File: src/rtl/branch_resolve_tracker.sv
// In-order tracker of issued branch predictions: each resolved outcome retires the oldest
// pending prediction, flags a mispredict and updates saturating accuracy statistics.
module branch_resolve_tracker #(
    parameter int Direction_SIZE = 32,
    parameter int DEPTH          = 4,
    parameter int CNT_W          = 32
) (
    input  logic                      clk,
    input  logic                      reset,
    input  logic                      pred_valid,
    input  logic                      pred_taken,
    input  logic [Direction_SIZE-1:0] pred_pc,
    output logic                      pred_ready,
    input  logic                      res_valid,
    input  logic                      res_taken,
    input  logic                      flush,
    output logic                      mispredict,
    output logic [Direction_SIZE-1:0] mispredict_pc,
    output logic [$clog2(DEPTH):0]    fifo_count,
    output logic [CNT_W-1:0]          total_branch,
    output logic [CNT_W-1:0]          correct_count,
    output logic [CNT_W-1:0]          error_count,
    output logic                      overflow_err,
    output logic                      underflow_err
);

    localparam int PTR_W = $clog2(DEPTH);
    localparam logic [PTR_W:0] FULL_CNT = (PTR_W + 1)'(DEPTH);
    localparam logic [CNT_W-1:0] CNT_MAX = '1;

    logic [Direction_SIZE-1:0] pc_mem    [DEPTH];
    logic                      taken_mem [DEPTH];

    logic [PTR_W-1:0]          wr_ptr_reg;
    logic [PTR_W-1:0]          rd_ptr_reg;
    logic [PTR_W:0]            count_reg;
    logic                      mispredict_reg;
    logic [Direction_SIZE-1:0] mispredict_pc_reg;
    logic [CNT_W-1:0]          total_reg;
    logic [CNT_W-1:0]          correct_reg;
    logic [CNT_W-1:0]          error_reg;
    logic                      overflow_reg;
    logic                      underflow_reg;

    logic                      is_full;
    logic                      is_empty;
    logic                      push;
    logic                      pop;
    logic [Direction_SIZE-1:0] head_pc;
    logic                      head_taken;

    assign is_full    = (count_reg == FULL_CNT);
    assign is_empty   = (count_reg == '0);
    assign pred_ready = !is_full;

    // flush wins over both sides: nothing is stored, compared or flagged that cycle
    assign push = pred_valid && !is_full && !flush;
    assign pop  = res_valid && !is_empty && !flush;

    assign head_pc    = pc_mem[rd_ptr_reg];
    assign head_taken = taken_mem[rd_ptr_reg];

    // Storage carries no reset; validity is tracked by the pointers and count alone
    always_ff @(posedge clk) begin
        if (push) begin
            pc_mem[wr_ptr_reg]    <= pred_pc;
            taken_mem[wr_ptr_reg] <= pred_taken;
        end
    end

    always_ff @(posedge clk or negedge reset) begin
        if (!reset) begin
            wr_ptr_reg <= '0;
            rd_ptr_reg <= '0;
            count_reg  <= '0;
        end else if (flush) begin
            wr_ptr_reg <= '0;
            rd_ptr_reg <= '0;
            count_reg  <= '0;
        end else begin
            if (push) begin
                wr_ptr_reg <= wr_ptr_reg + PTR_W'(1);
            end
            if (pop) begin
                rd_ptr_reg <= rd_ptr_reg + PTR_W'(1);
            end
            case ({push, pop})
                2'b10:   count_reg <= count_reg + (PTR_W + 1)'(1);
                2'b01:   count_reg <= count_reg - (PTR_W + 1)'(1);
                default: count_reg <= count_reg;
            endcase
        end
    end

    always_ff @(posedge clk or negedge reset) begin
        if (!reset) begin
            mispredict_reg    <= 1'b0;
            mispredict_pc_reg <= '0;
            total_reg         <= '0;
            correct_reg       <= '0;
            error_reg         <= '0;
        end else begin
            mispredict_reg <= 1'b0;
            if (pop) begin
                if (total_reg != CNT_MAX) begin
                    total_reg <= total_reg + CNT_W'(1);
                end
                if (head_taken == res_taken) begin
                    if (correct_reg != CNT_MAX) begin
                        correct_reg <= correct_reg + CNT_W'(1);
                    end
                end else begin
                    if (error_reg != CNT_MAX) begin
                        error_reg <= error_reg + CNT_W'(1);
                    end
                    mispredict_reg    <= 1'b1;
                    mispredict_pc_reg <= head_pc;
                end
            end
        end
    end

    always_ff @(posedge clk or negedge reset) begin
        if (!reset) begin
            overflow_reg  <= 1'b0;
            underflow_reg <= 1'b0;
        end else begin
            if (pred_valid && is_full && !flush) begin
                overflow_reg <= 1'b1;
            end
            if (res_valid && is_empty && !flush) begin
                underflow_reg <= 1'b1;
            end
        end
    end

    assign mispredict    = mispredict_reg;
    assign mispredict_pc = mispredict_pc_reg;
    assign fifo_count    = count_reg;
    assign total_branch  = total_reg;
    assign correct_count = correct_reg;
    assign error_count   = error_reg;
    assign overflow_err  = overflow_reg;
    assign underflow_err = underflow_reg;

endmodule

File: config.mk
export PLATFORM = sky130hd
export DESIGN_NAME = branch_resolve_tracker
export DESIGN_NICKNAME = d
export VERILOG_FILES = /design/src/rtl/branch_resolve_tracker.sv
export SDC_FILE = /design/constraint.sdc
export NUM_CORES = 1
export LEC_CHECK = 0
export ABC_AREA = 0
export BUFFER_PORTS_ARGS = -buffer_cell sky130_fd_sc_hd__buf_2
export CAP_MARGIN = 20
export CORE_MARGIN = 3
export CORE_UTILIZATION = 57
export DETAILED_ROUTE_END_ITERATION = 8
export PLACE_DENSITY_LB_ADDON = 0.12
export SLEW_MARGIN = 40
export SYNTH_ARGS = -nofsm -noshare
export SYNTH_HDL_FRONTEND = slang
export SYNTH_SLANG_ARGS = --single-unit
File: constraint.sdc
create_clock -name clk -period 3 [get_ports clk]
set_input_delay 0.3 -clock clk [delete_from_list [all_inputs] [get_ports clk]]
set_output_delay 0.3 -clock clk [all_outputs]
set_load 0.1 [all_outputs]
==> reports/qor.csv <==
stage,metric,value,unit
logic_synthesis,syn_area,11310,um^2
grt,grt_pass1_wl,38.83,mm
timing,hold_viol_final,0,
clock_network,insertion_delay,540,ps
drt,wirelength,23.71,mm
setup_path,cp-end-kind,flop,
setup_path,crit_fanout,9,
drt,wl_met1,9.951,mm
grt,grt_pass1_vias,7390,
pwr,seqPwrFrac,38.2,%
timing,slew_viol_final,0,
pwr,switching_share,39.66,%
drt,dr.pass1.iters,4,
logic_synthesis,avgSynthCellArea,15.17,um^2
clock_network,cts.htree.levels,1,
timing,post-route-min-period,2324,ps
setup_path,path_buf_inv,0,
logic_synthesis,yosysWarnings,0,
setup_path,cp.required,3420,ps
floorplan,io_pins,174,
logic_synthesis,ys_top_cells_by_count,"dfrtp_1 (138), edfxtp_1 (132), xnor2_1 (86), nand3_1 (55), nand4_1 (45)",
pwr,p_per_area,869.3,nW/um^2
worst_hold_path,min_path_type,in2reg,
clock_network,cts-root-buf,clkbuf_16,
final_layout,top_register,pc_mem,
setup_path,slowest_stage,nor3_1,
setup_path,critPathTopFamily,simple AND/OR/NAND/NOR gates,
final_layout,final_core_util,72.40,%
logic_synthesis,synth.distinct_cells,56,
logic_synthesis,synth_top_area_share,35.04,%
clock_network,cts.sinks,270,
pwr,power,12010,uW
clock_network,post_cts_buffers,0,
drt,ant_nets,0,
clock_network,clk_path_buf_depth,3,
setup_path,path_cells,"ha_1, nand4_1, nor3_1, nand4_2, nand2_1, mux2_2",
flow_run,max_cap_violations,0,
outcome,outcome,"finished, final reports clean",
logic_synthesis,synth-seq-cells,270,
placed_design,gp_congestion,0.8443,
clock_network,cts-buffers-inserted,28,
final_layout,postLayoutCellArea,13810,um^2
timing,setup_viol,0,
floorplan,initial_core_util,59.29,%
clock_network,postCtsHoldBufs,34,
logic_synthesis,synth_top_cell_by_area,edfxtp_1,
logic_synthesis,synthArstFlopShare,51.11,%
drt,viasPerCell,5.719,
logic_synthesis,synth.most_common_cell,dfrtp_1,
logic_synthesis,synth_flop_cell,dfrtp_1,
pwr,combPwrFrac,33.5,%
grt,grt-ovfl-total,0,
final_layout,layout-drive-gt1-share,29.85,%
final_layout,area_growth,22.11,%
clock_network,cts_tree,built,
drt,drt_iter0_drc,332,
floorplan,fp.dieW,146.9,um
timing,worst_pin_slew,704.2,ps
timing,tns,0,ps
floorplan,die-height,146.9,um
setup_path,arrival,2750,ps
drt,top_layer_used,met4,
final_layout,nNetsFinal,1020,
pwr,intPower,7246,uW
timing,fin_crit_sh,77.47,%
setup_path,slowest_delay,460,ps
setup_path,critPathLaunchType,flop,
drt,wl_met2,11.82,mm
floorplan,fp-row-count,50,
logic_synthesis,synth_area_leaders,"edfxtp_1 (35%), dfrtp_1 (31%), xnor2_1 (6.7%), mux4_2 (6.6%), mux2_1 (2.9%)",
pwr,cellLeakagePower,0.005658,uW
pwr,ir_drop,0.001124,V
drt,routedWlPerCell,18.89,um
logic_synthesis,syn_nets,793,
timing,max_freq,0.4303,GHz
final_layout,diodes,0,
final_layout,largest_register_ffs,128,
timing,finClkSkew,12.42,ps
grt,grt_max_degree,81,
drt,wl_met3,1.427,mm
clock_network,cts_resized,0,
placed_design,placed_area,12550,um^2
drt,vias,7177,
grt,grt_use_total,22.03,%
logic_synthesis,synth_edf_count,132,
placed_design,port_buffers,173,
grt,antenna_found_initial,0,
setup_path,critPathKind,reg2reg,
pwr,clkPwrFrac,28.3,%
timing,rsz0062_at_grt,false,
drt,drc_errors,0,
logic_synthesis,synth_cells,746,
floorplan,dieArea,21570,um^2
pwr,p_sw,4763,uW
placed_design,dp_hpwl,15.20,mm
clock_network,cts.clk_slew.worst_paths,60,ps
logic_synthesis,seq_area_frac_synth,65.56,%
timing,slew_headroom,53.06,%
floorplan,core_area,19080,um^2
[worst paths after layout]
kind,start,end,slack [ps],cells after the start
setup / recovery,total_branch[0],total_branch[1],680,6
hold / removal,flush,fifo_count[2],70,2
setup reg to reg,total_branch[0],total_branch[1],680,6
hold reg to reg,underflow_err,underflow_err,470,1
max in group asynchronous,reset,correct_count[15],1920,3
min in group asynchronous,reset,error_count[12],350,2
[power groups by stage]
| stage | Clock, uW | Combinational (uW) | Sequential (uW) |
|---|---|---|---|
| floorplan | 0 | 1080 | 6810 |
| global placement | 0 | 3970 | 4620 |
| detailed placement | 0 | 4030 | 4650 |
| CTS | 3460 | 4080 | 4590 |
| global route | 3660 | 4200 | 4640 |
| finish | 3390 | 4030 | 4590 |
[through the flow]
stage                     setup slack (ps)  hold WS, ps  std cells
final                                676.0        70.15       1255
after global routing                 484.4        62.21       1255
after CTS                            721.0        43.85       1255
after detailed placement             747.4        395.5       1169
after global placement               871.1        376.3       1169
after floorplan                      167.9        4.409        746
[per-layer routing]
metal	up-vias	GRT usage, %
li1	3281	-
met1	3630	29.62
met2	221	37.38
met3	45	4.257
met4	0	5.738
met5	-	0
[cell families after synthesis]
group,Yosys count,share of synthesized area [%]
AND/OR/NAND/NOR,238,12.46
XOR/XNOR,95,7.487
AO/OA/AOI/OAI,25,1.648
adder cells (fa/ha/maj),8,0.9511
multiplexers,71,10.33
flip-flops,270,65.56
buffers and inverters,39,1.559
[cell type report]
cell class	instances	area (um^2)
Clock buffer	37	754.5
Sequential cell	270	7423
Multi-Input combinational cell	437	3730
Clock inverter	15	163.9
Inverter	14	52.55
Timing Repair Buffer	222	1365
Tap cell	260	325.3
Fill cell	1237	5266
[worst register-to-register path, delay by kind of cell, from the launching register on]
family / cells / cell delay [ps]
mux: 1 / 340
fa+ha+maj: 1 / 270
flops: 1 / 400
simple gates: 4 / 1220
[cell usage in the layout (no fill, tap or decap), drive strengths merged, types with 2 or more instances in the layout]
master       netlist  layout
edfxtp           132     132
and3              27      27
clkinv             0      11
ha                 7       7
nor3b              4       4
a211oi             5       5
or3                2       2
dfrtp            138     138
a21oi              5       5
mux2i              2       2
o21ai              2       2
nand3             56      56
nor4               7       7
a31oi              5       5
o31ai              2       2
nand4             48      48
inv               14      15
xor2               8       8
mux4              33      33
clkbuf            11      38
nor3               8       8
and2              12      12
mux2              36      36
xnor2             87      87
nand2             29      29
buf               14     187
nor2              25      25
bufinv             0       3
dlygate4sd3        0      34
and4              15      15
No activity file was read; power rests on OpenSTA's default activity.
